**src/rtl/abus.sv**
```systemverilog
`default_nettype none
// ============================================================================
//  Module   : abus
//  Purpose  : 65C02 address-bus datapath (AB, PC hold register, AHL latch).
//  Revision : 1.0  initial release
// ============================================================================
module abus (
   input  logic        clk,
   input  logic        reset,
   input  logic        rdy,
   input  logic [11:0] ab_op,
   input  logic [7:0]  DB,
   input  logic [7:0]  REG,
   input  logic        cond,
   output logic [15:0] AB,
   output logic [15:0] PC
);

   localparam logic [3:0] c_ABH_ZERO  = 4'b0000;
   localparam logic [3:0] c_ABH_STACK = 4'b0001;
   localparam logic [3:0] c_ABH_VECT  = 4'b0011;
   localparam logic [3:0] c_ABH_INC   = 4'b0110;
   localparam logic [3:0] c_ABH_DEC   = 4'b0111;
   localparam logic [3:0] c_ABH_PC    = 4'b1010;
   localparam logic [3:0] c_ABH_DB    = 4'b1110;

   logic [15:0] r_ab;
   logic [15:0] r_pc;
   logic [7:0]  r_ahl;

   logic        w_pc_inc;
   logic        w_pc_load;
   logic        w_ahl_load;
   logic [3:0]  w_abh_sel;
   logic [1:0]  w_abl_sel;
   logic [1:0]  w_abl_op;
   logic        w_abl_ci;

   logic [8:0]  w_abl_sum;
   logic        w_c8;
   logic [7:0]  w_abh;
   logic [7:0]  w_abl_a;
   logic [7:0]  w_abl_b;

   assign w_pc_inc   = ab_op[11];
   assign w_pc_load  = ab_op[10];
   assign w_ahl_load = ab_op[9];
   assign w_abh_sel  = ab_op[8:5];
   assign w_abl_sel  = ab_op[4:3];
   assign w_abl_op   = ab_op[2:1];
   assign w_abl_ci   = ab_op[0];

   // Operand pair for the low-byte adder; bit 8 of the sum carries into ABH.
   always_comb begin
      w_abl_a = 8'h00;
      w_abl_b = 8'h00;
      case (w_abl_op)
         2'b00: begin
            w_abl_a = REG;
            w_abl_b = 8'h00;
         end
         2'b01: begin
            w_abl_a = w_abl_sel[0] ? DB : r_ahl;
            w_abl_b = REG;
         end
         2'b10: begin
            w_abl_a = r_pc[7:0];
            w_abl_b = 8'h00;
         end
         default: begin
            w_abl_a = r_ab[7:0];
            w_abl_b = ((w_abl_sel == 2'b11) && cond) ? DB : 8'h00;
         end
      endcase
   end

   assign w_abl_sum = {1'b0, w_abl_a} + {1'b0, w_abl_b} + {8'h00, w_abl_ci};
   assign w_c8      = w_abl_sum[8];

   // Unused select codes fall to page 0 so the register stays deterministic.
   always_comb begin
      w_abh = 8'h00;
      case (w_abh_sel)
         c_ABH_ZERO:  w_abh = 8'h00;
         c_ABH_STACK: w_abh = 8'h01;
         c_ABH_VECT:  w_abh = 8'hFF;
         c_ABH_INC:   w_abh = r_ab[15:8] + {7'h00, w_c8};
         c_ABH_DEC:   w_abh = r_ab[15:8] + 8'hFF + {7'h00, w_c8};
         c_ABH_PC:    w_abh = r_pc[15:8];
         c_ABH_DB:    w_abh = DB + {7'h00, w_c8};
         default:     w_abh = 8'h00;
      endcase
   end

   always_ff @(posedge clk) begin
      if (reset) begin
         r_ab  <= 16'h0000;
         r_pc  <= 16'h0000;
         r_ahl <= 8'h00;
      end else if (rdy) begin
         r_ab <= {w_abh, w_abl_sum[7:0]};
         if (w_pc_load)
            r_pc <= r_ab + {15'h0000, w_pc_inc};
         if (w_ahl_load)
            r_ahl <= DB;
      end
   end

   assign AB = r_ab;
   assign PC = r_pc;

endmodule
`default_nettype wire

```
**config.mk**
```make
export PLATFORM = sky130hd
export DESIGN_NAME = abus
export DESIGN_NICKNAME = d
export VERILOG_FILES = /design/src/rtl/abus.sv
export SDC_FILE = /design/constraint.sdc
export NUM_CORES = 1
export LEC_CHECK = 0
export CORE_UTILIZATION = 58
export CTS_BUF_LIST = sky130_fd_sc_hd__clkbuf_8
export CTS_CLUSTER_SIZE = 10
export DETAILED_ROUTE_END_ITERATION = 16
export PLACE_DENSITY = 0.87
export REMOVE_ABC_BUFFERS = 1
export SYNTH_ARGS = -nofsm -noshare
export SYNTH_HDL_FRONTEND = slang
export SYNTH_SLANG_ARGS = --single-unit
```
**constraint.sdc**
```tcl
create_clock -name clk -period 7.7 [get_ports clk]
set_input_delay 0.77 -clock clk [delete_from_list [all_inputs] [get_ports clk]]
set_output_delay 0.77 -clock clk [all_outputs]
set_load 0.01 [all_outputs]
```
==> results of run 1 <==
## path summary, 6_finish.rpt
| check | from | end | slack (ns) | depth (start not counted) |
|---|---|---|---|---|
| max | ab_op[3] | AB[13] | 2.46 | 16 |
| min | r_ahl[4] | r_ahl[4] | 0.45 | 2 |
| max reg2reg | r_ahl[0] | AB[13] | 3.47 | 15 |
| min reg2reg | r_ahl[4] | r_ahl[4] | 0.45 | 2 |
## sequential cells by signal, indices dropped and copies added (netlist names)
register / flops
r_ahl: 8
PC: 16
AB: 16
## power by group through the flow
stage          sequential [mW]  combinational, mW  clock [mW]
2_1_floorplan            0.242             0.0790           0
3_3_place_gp             0.242              0.150           0
3_5_place_dp             0.242              0.155           0
4_1_cts                  0.237              0.157       0.192
5_1_grt                  0.240              0.173       0.200
6_report                 0.238              0.159       0.191
## layer usage
metal / up-vias / global-route usage (%) / part of all wire, %
met5: - / 0 / 0
met4: 0 / 11.5 / 1.6
met3: 20 / 7.36 / 10
met2: 176 / 53.1 / 47
met1: 1516 / 49.2 / 41
li1: 1462 / - / -
## logic make-up (layout without fill, tap and decap cells)
family	count (synthesis)	after routing
xor gates and xnor gates	27	27
and+or+nand+nor	136	136
muxes	24	24
AOI/OAI and AO/OA	89	89
buffers and inverters	38	82
DFF	40	40
adders and majority gates	15	15
## worst reg2reg max path, cell delays in order (launching register included)
cell and delay [ns]:
dfxtp_1 0.33, mux2_2 0.25, mux4_2 0.47, fa_1 0.46, fa_1 0.41, a21o_1 0.18
a211oi_1 0.27, nor2_1 0.11, o211ai_1 0.20, and2_1 0.16, ha_1 0.18, or3b_4 0.41
nor3_2 0.14, xnor2_1 0.09, a221o_1 0.35, a31oi_1 0.16
## stage by stage
step,worst slack [ns],util (%)
CTS,2.51,74.6
floorplan,3.22,-
detailed placement,2.25,72.2
global placement,2.30,72.2
finish,2.46,74.6
global route,2.10,74.6
## area by class of cell
cell class / instances / area share, %
clock inverters: 1 / 0.788
repair buffers: 65 / 16.9
well taps: 70 / 2.30
flip-flops and latches: 40 / 21.0
multi-input cells: 291 / 55.6
clock buffers: 7 / 2.53
inverters: 9 / 0.886
## placed cells by master (no fill, tap or decap), drive strengths merged, types with 4 or more instances in the layout
| cell type | netlist | final |
|---|---|---|
| nand2 | 39 | 39 |
| nand4 | 5 | 5 |
| nor3 | 9 | 9 |
| a22o | 8 | 8 |
| xnor2 | 18 | 18 |
| mux2i | 6 | 6 |
| o21ai | 11 | 11 |
| mux4 | 8 | 8 |
| dfxtp | 40 | 40 |
| a221oi | 8 | 8 |
| a21o | 4 | 4 |
| inv | 9 | 9 |
| a211oi | 18 | 18 |
| ha | 13 | 13 |
| mux2 | 10 | 10 |
| xor2 | 9 | 9 |
| nand3 | 23 | 23 |
| or3 | 6 | 6 |
| nor2 | 31 | 31 |
| clkdlybuf4s50 | 0 | 63 |
| a21oi | 20 | 20 |
| clkbuf | 17 | 7 |
==> impl_metrics.yaml, run 1 <==
placement:
  postPlaceCellArea_sq_um: 3690
  gp_congestion: 0.995
  placedCellCount: 475
  port_buffers: 63
  hpwl_mm: 6.38
floorplanning:
  core_sq_um: 5110
  floorplan.rows: 26
  fp.dieArea_sq_um: 5620
  die_x_microns: 75.0
  die_y_microns: 75.0
  initial_core_util_pct: 60.4
  pin_count: 64
cts:
  clkTransAtPathRegs_ns: 0.08
  cts.repair.resized: 0
  cts_tree: "built"
  insertion_delay_ns: 0.30
  cts_buffer_depth: 2
  cts-root-buf: "clkbuf_8"
  cts-hold-fix-buffers: 0
  h-tree-depth: 2
  post_cts_buffers: 0
  cts.sinks: 40
  cts_buffers: 5
power:
  finalPower_mw: 0.588
  power.share.clock_pct: 32.5
  p_int_mw: 0.414
  seqPwrFrac_pct: 40.5
  power.density_nw_per_um2: 154
  power_leakage_nw: 1.34
  combPwrFrac_pct: 27.0
  irDropWorstVdd_v: 0.0000874
  p_sw_mw: 0.173
  swShare_pct: 29.5
detailed_routing:
  routedWlPerCell_microns: 18.9
  ant_nets: 0
  drt-pass1-iter-count: 7
  finalWirelength_mm: 9.13
  drt-initial-drc-count: 302
  via_per_inst: 6.57
  drc: 0
  vias: 3174
sta:
  worst_pin_slew_ns: 1.04
  min_period_ns: 5.24
  rsz0062_at_grt: "false"
  holdWs_ns: 0.453
  period_share_pct: 68.0
  hold_viol: 0
  setup_tns_ns: 0
  skew_ns: 0.00596
  slew_violations: 0
  fmax_mhz: 191
  max_slew_margin_pct: 30.6
  setup_viol_count_final: 0
min_path:
  hold_class: "reg2reg"
setup_path:
  crit_slowest_cell: "clkdlybuf4s50_1"
  path_class: "in2reg"
  path_common_cell: "fa_1"
  cp_max_fo: 9
  cp_num_buf_inv: 1
  worstPathArrival_ns: 5.46
  crit_chain: "clkdlybuf4s50_1, mux2_2, mux4_2, fa_1, fa_1, a21o_1, a211oi_1, nor2_1, o211ai_1, and2_1, ha_1, or3b_4, nor3_2, xnor2_1, a221o_1, a31oi_1"
  cp.required_ns: 7.92
  cp_slowest_stage_delay_ns: 0.73
  critPathLaunchType: "primary input"
  cpLargestDelayFamily: "compound AO/OA/AOI/OAI gates"
  crit_path_end_kind: "flip-flop"
grt:
  grt_max_degree: 49
  grt_pass1_wl_mm: 14.5
  grt_pass1_vias: 2879
  antenna_found_initial: 0
  grt_use_total_pct: 34.8
  gr-total-overflow: 0
finish:
  syn_to_final_growth_pct: 23.5
  num-nets-final: 459
  multi_input_area_sq_um: 2120
  n_fill_cell: 409
  drive_gt1_share_pct: 8.72
  antenna_cells: 0
  instances_no_fill: 483
  final_cell_area_sq_um: 3810
  ff_latch_area_sq_um: 801
yosys:
  synth_most_common_cell: "dfxtp_1"
  synth.distinct_cells: 56
  synth_ff_type: "dfxtp_1"
  synthCells: 369
  synth-compound-area-share_pct: 20.4
  yosys_register_bits: 40
  synth_top_family_by_area: "simple AND/OR/NAND/NOR gates"
  yosysSeqAreaShare_pct: 25.9
  synth-xor-area-share_pct: 7.66
  ys_async_sr_fraction_pct: 0
  ys.warnings.count: 0
  synth_fa_ha_area_share_pct: 6.57
  synthSimpleGateAreaFrac_pct: 22.5
  synth.top_cell.area_share_pct: 25.9
  yosysTopAreaCell: "dfxtp_1"
  synth_edf_count: 0
  yosys-mux-area-fraction_pct: 11.4
  syn_area_sq_um: 3090
  syn_avg_cell_area_sq_um: 8.37
  synthTopCellsByCount: "40 x dfxtp_1, 39 x nand2_1, 31 x nor2_1"
  ys_top_cells_by_area: "dfxtp_1 26%, mux4_2 5.8%, ha_1 5.3%"
status:
  status: "finished clean"
job:
  drv_cap: 0
Note: power is estimated with default switching activity, not from simulation.
==> run 2, diff against run 1 <==
--- a/config.mk
+++ b/config.mk
@@ -5,11 +5,11 @@
 export SDC_FILE = /design/constraint.sdc
 export NUM_CORES = 1
 export LEC_CHECK = 0
-export CORE_UTILIZATION = 58
+export CORE_UTILIZATION = 53
 export CTS_BUF_LIST = sky130_fd_sc_hd__clkbuf_8
 export CTS_CLUSTER_SIZE = 10
 export DETAILED_ROUTE_END_ITERATION = 16
-export PLACE_DENSITY = 0.87
+export PLACE_DENSITY = 0.8
 export REMOVE_ABC_BUFFERS = 1
 export SYNTH_ARGS = -nofsm -noshare
 export SYNTH_HDL_FRONTEND = slang
==> constraint.sdc (replaced) <==
create_clock -name clk -period 4.94 [get_ports clk]
set_input_delay 0.494 -clock clk [delete_from_list [all_inputs] [get_ports clk]]
set_output_delay 0.494 -clock clk [all_outputs]
set_load 0.01 [all_outputs]
==> impl_metrics.yaml, run 2 (synthesized netlist as in run 1, its figures left out) <==
sta:
  slew_violations: 0
  setup_viol_count_final: 0
  setup_tns_ns: 0
  worst_pin_slew_ns: 0.978
  max_slew_margin_pct: 34.8
  skew_ns: 0.00470
  setup_slack_ns: 0.269
  period_share_pct: 94.6
  min_period_ns: 4.67
  fmax_mhz: 214
  hold_viol: 0
  rsz0062_at_grt: "false"
finish:
  mostFrequentLayoutCells: "63 x clkdlybuf4s50_1, 40 x dfxtp_1, 39 x nand2_1"
  mostFrequentLayoutCell: "clkdlybuf4s50_1"
  final_cell_area_sq_um: 3900
  antenna_cells: 0
  final_util_pct: 69.9
  drive_gt1_share_pct: 11.1
  syn_to_final_growth_pct: 26.3
  num-nets-final: 470
detailed_routing:
  finalWirelength_mm: 8.75
  wl_met1_mm: 3.88
  drc: 0
  routedWlPerCell_microns: 17.6
  via_per_inst: 6.26
  wl_met3_microns: 605
  drt-initial-drc-count: 255
  ant_nets: 0
  drt-pass1-iter-count: 5
  vias: 3107
  wl_met2_mm: 4.09
  highest_layer: "met4"
grt:
  grt_pass1_wl_mm: 14.2
  grt_pass1_vias: 2791
  gr-total-overflow: 0
  grt_max_degree: 30
  antenna_found_initial: 0
  grt_use_total_pct: 29.6
floorplanning:
  initial_core_util_pct: 55.4
  fp.dieArea_sq_um: 6130
  die_x_microns: 78.3
  pin_count: 64
  core_sq_um: 5570
  die_y_microns: 78.3
  floorplan.rows: 27
power:
  p_sw_mw: 0.270
  power.density_nw_per_um2: 236
  swShare_pct: 29.3
  seqPwrFrac_pct: 40.2
  finalPower_mw: 0.921
  power_leakage_nw: 1.40
  power.share.clock_pct: 32.5
  irDropWorstVdd_v: 0.000189
  combPwrFrac_pct: 27.3
  p_int_mw: 0.651
setup_path:
  path_common_cell: "fa_1"
  crit_slowest_cell: "clkdlybuf4s50_1"
  critPathLaunchType: "primary input"
  cp_num_buf_inv: 1
  cpLargestDelayFamily: "compound AO/OA/AOI/OAI gates"
  reg2reg_slack_ns: 0.71
  crit_chain: "clkdlybuf4s50_1, mux2_2, mux4_2, fa_1, fa_1, a21o_1, a211oi_1, nor2_1, o211ai_1, and2_1, ha_1, or3b_4, nor3_2, xnor2_1, a221o_1, a31oi_1"
  cp_slowest_stage_delay_ns: 0.49
  cp.required_ns: 5.16
  worstPathArrival_ns: 4.89
  path_class: "in2reg"
  crit_path_end_kind: "flip-flop"
  cp_max_fo: 3
cts:
  h-tree-depth: 2
  cts_buffer_depth: 2
  cts-root-buf: "clkbuf_8"
  cts-hold-fix-buffers: 0
  cts.repair.resized: 0
  cts_tree: "built"
  insertion_delay_ns: 0.30
  clkTransAtPathRegs_ns: 0.08
  cts_buffers: 5
  post_cts_buffers: 0
  cts.sinks: 40
placement:
  port_buffers: 63
  place_ws_ns: -0.0106
  gp_congestion: 0.929
  postPlaceCellArea_sq_um: 3770
  hpwl_mm: 6.49
min_path:
  hold_class: "reg2reg"
job:
  drv_cap: 0
status:
  status: "finished clean"
==> run 2: path summary, 6_finish.rpt <==
kind,from,to,depth (start not counted)
setup / recovery,ab_op[3],AB[13],16
hold / removal,r_ahl[2],r_ahl[2],2
setup reg to reg,r_ahl[0],AB[13],15
hold reg to reg,r_ahl[2],r_ahl[2],2
==> run 2: tightest hold or removal path, delay by kind of cell, from the launching register on <==
kind             cells  cell delay [ns]
flip-flops           1             0.32
AO/OA/AOI/OAI        1             0.05
AND/OR/NAND/NOR      1             0.05
==> run 2: cell type report <==
class                      count  area [sq um]
clock buffer                   7          96.3
clock inverter                 1          30.0
fill                         470          1680
inverter                       9          33.8
multi-input combinational    291          2120
sequential                    40           801
tap                           72          90.1
timing repair buffer          76           728
==> run 2: power by group through the flow <==
stage	logic (mW)	registers, mW	clock network (mW)
2_1_floorplan	0.123	0.377	0
5_1_grt	0.274	0.373	0.315
4_1_cts	0.249	0.370	0.301
3_5_place_dp	0.247	0.377	0
3_3_place_gp	0.243	0.376	0
6_report	0.251	0.370	0.300
==> run 2: through the flow <==
stage	cells	hold slack (ns)
detailed placement	488	0.450
finish	496	0.458
global placement	488	0.440
CTS	496	0.462
global route	496	0.482
floorplan	340	0.428
==> run 2: metal layers <==
metal	global-route usage, %	vias up
met1	42.9	1486
met4	9.07	0
met2	44.3	129
met3	5.58	17
li1	-	1475
met5	0	-
==> run 3, diff against run 2 <==
--- a/config.mk
+++ b/config.mk
@@ -5,6 +5,7 @@
 export SDC_FILE = /design/constraint.sdc
 export NUM_CORES = 1
 export LEC_CHECK = 0
+export CORE_MARGIN = 3
 export CORE_UTILIZATION = 53
 export CTS_BUF_LIST = sky130_fd_sc_hd__clkbuf_8
 export CTS_CLUSTER_SIZE = 10
==> constraint.sdc (replaced) <==
create_clock -name clk -period 4.94 [get_ports clk]
set_input_delay 0.494 -clock clk [delete_from_list [all_inputs] [get_ports clk]]
set_output_delay 0.494 -clock clk [all_outputs]
set_load 0.1 [all_outputs]
==> impl_metrics.yaml, run 3 (synthesized netlist as in run 1, its figures left out) <==
floorplanning:
  pin_count: 64
  die_y_microns: 82.3
  core_sq_um: 5570
  die_x_microns: 82.3
  initial_core_util_pct: 55.4
  fp.dieArea_sq_um: 6780
  floorplan.rows: 27
finish:
  final_cell_area_sq_um: 3880
  antenna_cells: 0
  syn_to_final_growth_pct: 25.6
  drive_gt1_share_pct: 10.9
  num-nets-final: 469
  mostFrequentLayoutCell: "clkdlybuf4s50_1"
  mostFrequentLayoutCells: "63 x clkdlybuf4s50_1, 40 x dfxtp_1, 39 x nand2_1"
grt:
  grt_max_degree: 30
  gr-total-overflow: 0
  grt_pass1_vias: 2915
  antenna_found_initial: 0
  grt_pass1_wl_mm: 14.6
  grt_use_total_pct: 28.1
sta:
  hold_viol: 0
  min_period_ns: 4.66
  worst_pin_slew_ns: 1.03
  setup_tns_ns: 0
  rsz0062_at_grt: "false"
  fmax_mhz: 214
  max_slew_margin_pct: 31.2
  slew_violations: 0
  period_share_pct: 94.4
  skew_ns: 0.00899
  setup_viol_count_final: 0
setup_path:
  crit_path_end_kind: "flip-flop"
  cpLargestDelayFamily: "compound AO/OA/AOI/OAI gates"
  worstPathArrival_ns: 4.89
  timing.rr.start: "r_ahl[0]"
  regToRegEndpoint: "AB[13]"
  cp_num_buf_inv: 1
  reg2regPathDepth: 15
  critPathLaunchType: "primary input"
  cp_slowest_stage_delay_ns: 0.48
  path_common_cell: "fa_1"
  cp_max_fo: 3
  cp.required_ns: 5.17
  crit_chain: "clkdlybuf4s50_1, mux2_2, mux4_2, fa_1, fa_1, a21o_1, a211oi_1, nor2_1, o211ai_1, and2_1, ha_1, or3b_4, nor3_2, xnor2_1, a221o_1, a31oi_1"
  path_class: "in2reg"
  crit_slowest_cell: "clkdlybuf4s50_1"
  reg2reg_slack_ns: 0.71
detailed_routing:
  drc: 0
  ant_nets: 0
  via_per_inst: 6.32
  drt-pass1-iter-count: 5
  routedWlPerCell_microns: 18.6
  drt-initial-drc-count: 242
  finalWirelength_mm: 9.21
  vias: 3127
power:
  power.density_nw_per_um2: 258
  irDropWorstVdd_v: 0.000140
  power_leakage_nw: 1.39
min_path:
  hold_class: "reg2reg"
  holdCritStartpoint: "r_ahl[2]"
  worstHoldPathCells: 2
  min_to: "r_ahl[2]"
cts:
  cts_buffer_depth: 2
  insertion_delay_ns: 0.30
  cts.sinks: 40
  clkTransAtPathRegs_ns: 0.08
  cts_buffers: 5
  post_cts_buffers: 0
  cts_tree: "built"
  cts-hold-fix-buffers: 0
  cts-root-buf: "clkbuf_8"
  h-tree-depth: 2
placement:
  hpwl_mm: 6.80
  gp_congestion: 0.898
  port_buffers: 63
  postPlaceCellArea_sq_um: 3760
status:
  status: "finished clean"
job:
  drv_cap: 0
[run 3: cell count changes in the layout (fill, tap and decap cells not counted), sizes merged]
cell | before | now
clkinv | 0 | 1
clkbuf | 7 | 5
inv | 9 | 10
buf | 13 | 12
[run 3: per-stage QoR]
step	util, %	hold WS, ns	power [mW]	setup WS [ns]	cells
finish	69.5	0.458	1.00	0.277	495
global route	69.5	0.487	1.04	0.0592	495
CTS	69.5	0.461	1.00	0.282	495
detailed placement	67.5	0.451	0.738	-0.00740	487
global placement	67.5	0.440	0.732	0.0646	487
floorplan	-	0.428	0.613	0.695	340
[run 3: worst register-to-register path, delay by kind of cell, from the launching register on]
family	cells	cell delay [ns]
compound gates	5	1.14
xor+xnor	1	0.09
flops	1	0.32
mux	2	0.71
simple gates	4	0.82
fa+ha+maj	3	1.07
[run 3: where the power goes]
part           leakage, nW  internal [mW]  switching [mW]
Clock               0.0593          0.148           0.118
Combinational         1.00          0.130           0.236
Sequential           0.328          0.342          0.0286
[run 3: area by class of cell]
type	count	area [sq um]
clock buffers	5	68.8
well taps	72	90.1
clock inverters	3	38.8
inverters	9	33.8
fillers	467	1700
repair buffers	75	721
flip-flops and latches	40	801
multi-input cells	291	2120
[run 3: per-layer routing]
metal  share of wire (%)  global-route usage [%]
met5                   0                       0
met1                  45                    40.0
met4                 1.3                    7.64
met3                 6.7                    5.10
met2                  47                    43.5
[run 3: worst max path at each step]
stage,slack (ns),endpoint,cells after the start,from
after global placement,0.06,AB[13],16,ab_op[3]
after global routing,0.06,AB[13],16,ab_op[3]
after CTS,0.28,AB[13],16,ab_op[3]
final,0.28,AB[13],16,ab_op[3]
after detailed placement,-0.007,AB[13],16,ab_op[3]
after floorplan,0.70,AB[13],14,AB[0]
[run 3: what timing repair did]
action	CTS	global route
endpoints found under the hold margin	0	0
resized for setup	0	1
setup endpoints to repair	0	1
==> RTL change 1, RTL diff (settings of run 2) <==
Remove the case item `c_ABH_INC` of the case on `w_abh_sel`.
--- a/src/rtl/abus.sv
+++ b/src/rtl/abus.sv
@@ -84,7 +84,6 @@
          c_ABH_ZERO:  w_abh = 8'h00;
          c_ABH_STACK: w_abh = 8'h01;
          c_ABH_VECT:  w_abh = 8'hFF;
-         c_ABH_INC:   w_abh = r_ab[15:8] + {7'h00, w_c8};
          c_ABH_DEC:   w_abh = r_ab[15:8] + 8'hFF + {7'h00, w_c8};
          c_ABH_PC:    w_abh = r_pc[15:8];
          c_ABH_DB:    w_abh = DB + {7'h00, w_c8};
Behaviour: not the same (a bounded check fails within 4 cycles, from zero or initial values and one cycle with reset high).
==> RTL change 1 against run 2 <==
  * Worst hold slack barely moved
  * Register-to-register slack improved by 80 ps
  * Worst setup slack improved by 63 ps
  * First-iteration DRC count fell by 34%
  * Synthesized area fell by 5.5%
  * Combinational power fell by 4%
  * Total power fell by 9.7%
  * Utilization rose by 2.0 points
  * Wire length fell by 5.3%
  * Final area fell by 3.9%
  * Sequential cell count did not move
  * Largest power group unchanged
==> RTL change 1: results <==
[clock_network]
cts-hold-fix-buffers = 0
clock_tree.buffer_depth = 2
cts-root-buf = clkbuf_8
cts_buffers = 5
clk_latency_ps = 300
clk_pin_slew_ps = 80
cts_max_level = 2
cts_setup_buffers = 0
postCtsResizedCells = 0

[yosys]
yosys_warnings = 0
yosysSeqAreaShare_pct = 27.4
synthArstFlopShare_pct = 0
synth_area_leaders = dfxtp_1 27%, mux4_2 6.2%, ha_1 5.6%
synthTopCellsByCount = 40 x dfxtp_1, 35 x nor2_1, 28 x nand2_1
synth_cell_types = 50

[grt]
antenna_found_initial = 0
grt_pass1_wl_um = 13400
grtUsageTotal_pct = 29.1
grt_max_degree = 45
grt_pass1_vias = 2737

[layout]
fillers = 434
final_cell_area_um2 = 3740
finalNetCount = 456
layout-drive-gt1-share_pct = 11.7
antennaDiodeCount = 0

[placement]
io_buffer_count = 63
gp_congestion = 0.938
place_ws_ps = -23.3
dp_hpwl_um = 6120

[hold_path]
hp-start = r_ahl[1]
hold_class = reg -> reg

[sta]
worstMarginPinSlew_ps = 1050
fin_skew_ps = 11.4

[power_and_ir_drop]
peakVddDrop_v = 0.000138
power_leakage_nw = 1.36

[routing]
drtPass1Iterations = 4
drtIter0Drc = 168
drt-vias-per-instance = 6.02
wirelength_um = 8290

[run_status]
status = completed

[worst_setup_path]
regToRegStartpoint = r_ahl[0]
max_stage_delay_ps = 490
worst-path-max-fanout = 3
critPathTopFamily = adder cells
cp.arrival_ps = 4830
cp_slowest_cell = clkdlybuf4s50_1
cp-startpoint = ab_op[3]
[RTL change 1: final cells by class]
class | instances | area share [%]
Inverter | 5 | 0.501
Tap cell | 70 | 2.34
Multi-Input combinational cell | 277 | 53.1
Clock buffer | 6 | 2.21
Timing Repair Buffer | 80 | 20.2
Clock inverter | 2 | 0.200
Sequential cell | 40 | 21.4
[RTL change 1: worst reg2reg max path: cells and delay by family, from the launching register on]
family	cells	cell delay [ps]
AO/OA/AOI/OAI	6	930
flip-flops	1	320
multiplexers	2	720
AND/OR/NAND/NOR	4	980
adder cells (fa/ha/maj)	4	1120
[RTL change 1: per-stage QoR]
step           cells  hold slack [ps]
3_3_place_gp     472              443
3_5_place_dp     472              449
2_1_floorplan    322              428
6_report         480              458
4_1_cts          480              459
5_1_grt          480              474
[RTL change 1: routing by layer]
| layer | part of all wire [%] | GRT usage [%] |
|---|---|---|
| met4 | 3.1 | 15.2 |
| met3 | 6.1 | 3.83 |
| met5 | 0 | 0 |
| met1 | 46 | 40.6 |
| met2 | 45 | 43.6 |
[RTL change 1: worst paths after layout]
kind                            cells past startpoint       end  slack, ps
worst max-delay path                               17    AB[14]        330
worst min-delay path                                2  r_ahl[1]        460
worst max register to register                     16    AB[14]        790
worst min register to register                      2  r_ahl[1]        460
[RTL change 1: cell families (layout without fill, tap and decap cells)]
group	after synthesis	count (layout)	synth area share, %
simple gates	134	134	24.3
compound gates	85	85	19.3
flops	40	40	27.4
buf+inv	29	93	4.46
xor+xnor	23	23	6.90
mux	20	20	10.6
fa+ha+maj	15	15	6.95
[RTL change 1: where the power goes]
part           leakage, nW  switching [W]  internal (W)  total, W
sequential           0.328      0.0000239      0.000342  0.000366
combinational        0.983       0.000113      0.000127  0.000241
clock               0.0538       0.000116      0.000110  0.000226
==> RTL change 2, RTL diff (settings of run 2) <==
Made on the original files. Make the reset (`reset`) asynchronous in one clocked block.
--- a/src/rtl/abus.sv
+++ b/src/rtl/abus.sv
@@ -92,7 +92,7 @@
       endcase
    end
 
-   always_ff @(posedge clk) begin
+   always_ff @(posedge clk or posedge reset) begin
       if (reset) begin
          r_ab  <= 16'h0000;
          r_pc  <= 16'h0000;
Function: differs if reset is asserted again (counterexample within 4 cycles, from zero or initial values and one cycle with reset high); with reset held inactive, the same outputs for 10 cycles.
==> RTL change 2 against run 2 <==
  * Worst setup slack worse by 28 ps
  * Die area grew 2.5%
  * Wire length down 5.3%
  * Sequential cell count unchanged
  * Worst hold slack gained 59 ps
  * Final area increased by 0.42%
  * Synthesized area up 2.6%
  * Utilization decreased by 0.55 points
Power is not compared: it rests on default switching activity, and its combinational part moved more than twofold at a synthesized area within 25%.
==> RTL change 2: results <==
[run_status]
status = completed

[clock_network]
postCtsResizedCells = 0
cts_max_level = 2
cts_setup_buffers = 0
clk_latency_ps = 290
cts-root-buf = clkbuf_8
cts_buffers = 5
clk_pin_slew_ps = 80
clock_tree.buffer_depth = 2

[yosys]
yosysSeqAreaShare_pct = 31.6
synthTopCellsByCount = 40 x dfrtp_1, 36 x nand2_1, 30 x o21ai_0
yosys_warnings = 0
synth_area_leaders = dfrtp_1 32%, mux2_2 8.5%, xnor2_1 6.1%
synthArstFlopShare_pct = 100
dominantRegCellSynth = dfrtp_1
synth_cell_types = 50

[placement]
dp_hpwl_um = 6210
gp_congestion = 0.968
io_buffer_count = 63

[worst_setup_path]
cp_slowest_cell = clkdlybuf4s50_1
cp-startpoint = ab_op[3]
max_stage_delay_ps = 480
regToRegStartpoint = r_ahl[0]
critPathTopFamily = compound AO/OA/AOI/OAI gates
r2r_slack_ps = 610
worst-path-max-fanout = 8

[grt]
use_met2_pct = 45.7
antenna_found_initial = 0
grt_use_met3_pct = 5.86
use_met1_pct = 40.9
grt_pass1_wl_um = 14400
grt_max_degree = 41
grt_pass1_vias = 2870
grtUsageTotal_pct = 29.4

[hold_path]
hold_class = reg -> reg
hp-start = r_ahl[4]

[layout]
fillers = 464
finalNetCount = 446
layout-drive-gt1-share_pct = 14.8
antennaDiodeCount = 0

[routing]
drt-vias-per-instance = 6.14
wl_per_cell_um = 17.6
post-route-drc-count = 0
drtPass1Iterations = 5
drtIter0Drc = 234

[flow_run]
drv_cap = 0

[sta]
worst_slew_margin_rel_pct = 41.1
fin_skew_ps = 4.28

[power_and_ir_drop]
peakVddDrop_v = 0.000238
power_leakage_nw = 1.55
-- RTL change 2: changes by cell type after synthesis, moves of 7 or more --
cell and delta:
a211oi_1 -15, dfrtp_1 +40, dfxtp_1 -40, mux2_2 +14
nand3_1 -13, nor2_1 -7, o21ai_0 +19
-- RTL change 2: cell families after synthesis --
kind of cell	count (synthesis)	synth area share, %
AND/OR/NAND/NOR	109	18.1
multiplexers	34	14.9
buffers and inverters	32	4.19
AO/OA/AOI/OAI	91	17.7
XOR/XNOR	26	7.19
adder cells (fa/ha/maj)	15	6.40
flip-flops	40	31.6
-- RTL change 2: worst paths after layout --
path / endpoint / cells past startpoint
setup reg to reg: AB[12] / 16
hold / removal: r_ahl[4] / 1
max in group asynchronous: r_ahl[1] / 3
min in group asynchronous: PC[7] / 3
setup / recovery: AB[12] / 17
hold reg to reg: r_ahl[4] / 1
-- RTL change 2: final cells by class --
cell class	instances	area (um2)	share of cell area, %
repair buffers	71	691	17.6
flip-flops and latches	40	1000	25.6
clock buffers	5	68.8	1.76
multi-input cells	275	2030	51.9
inverters	6	22.5	0.575
well taps	72	90.1	2.30
clock inverters	2	8.76	0.224
-- RTL change 2: power by group through the flow --
| stage | clock (W) | sequential, W | combinational, W |
|---|---|---|---|
| floorplan | 0 | 0.000538 | 0.000314 |
| global placement | 0 | 0.000530 | 0.000599 |
| detailed placement | 0 | 0.000534 | 0.000615 |
| CTS | 0.000209 | 0.000529 | 0.000620 |
| global route | 0.000222 | 0.000546 | 0.000681 |
| finish | 0.000206 | 0.000528 | 0.000621 |
-- RTL change 2: routing by layer --
layer | vias up | wire [um]
met5 | - | 0
met4 | 0 | 151
met3 | 17 | 619
met2 | 133 | 3770
met1 | 1382 | 3740
li1 | 1359 | -
-- RTL change 2: stage by stage --
| stage | hold WS (ps) | area [um2] | setup WS [ps] | std cells |
|---|---|---|---|---|
| 2_1_floorplan | 475 | 3060 | 637 | 321 |
| 3_3_place_gp | 486 | 3840 | 58.3 | 464 |
| 3_5_place_dp | 491 | 3840 | -50.5 | 464 |
| 4_1_cts | 515 | 3910 | 264 | 471 |
| 5_1_grt | 548 | 3910 | 21.8 | 471 |
| 6_report | 516 | 3910 | 241 | 471 |
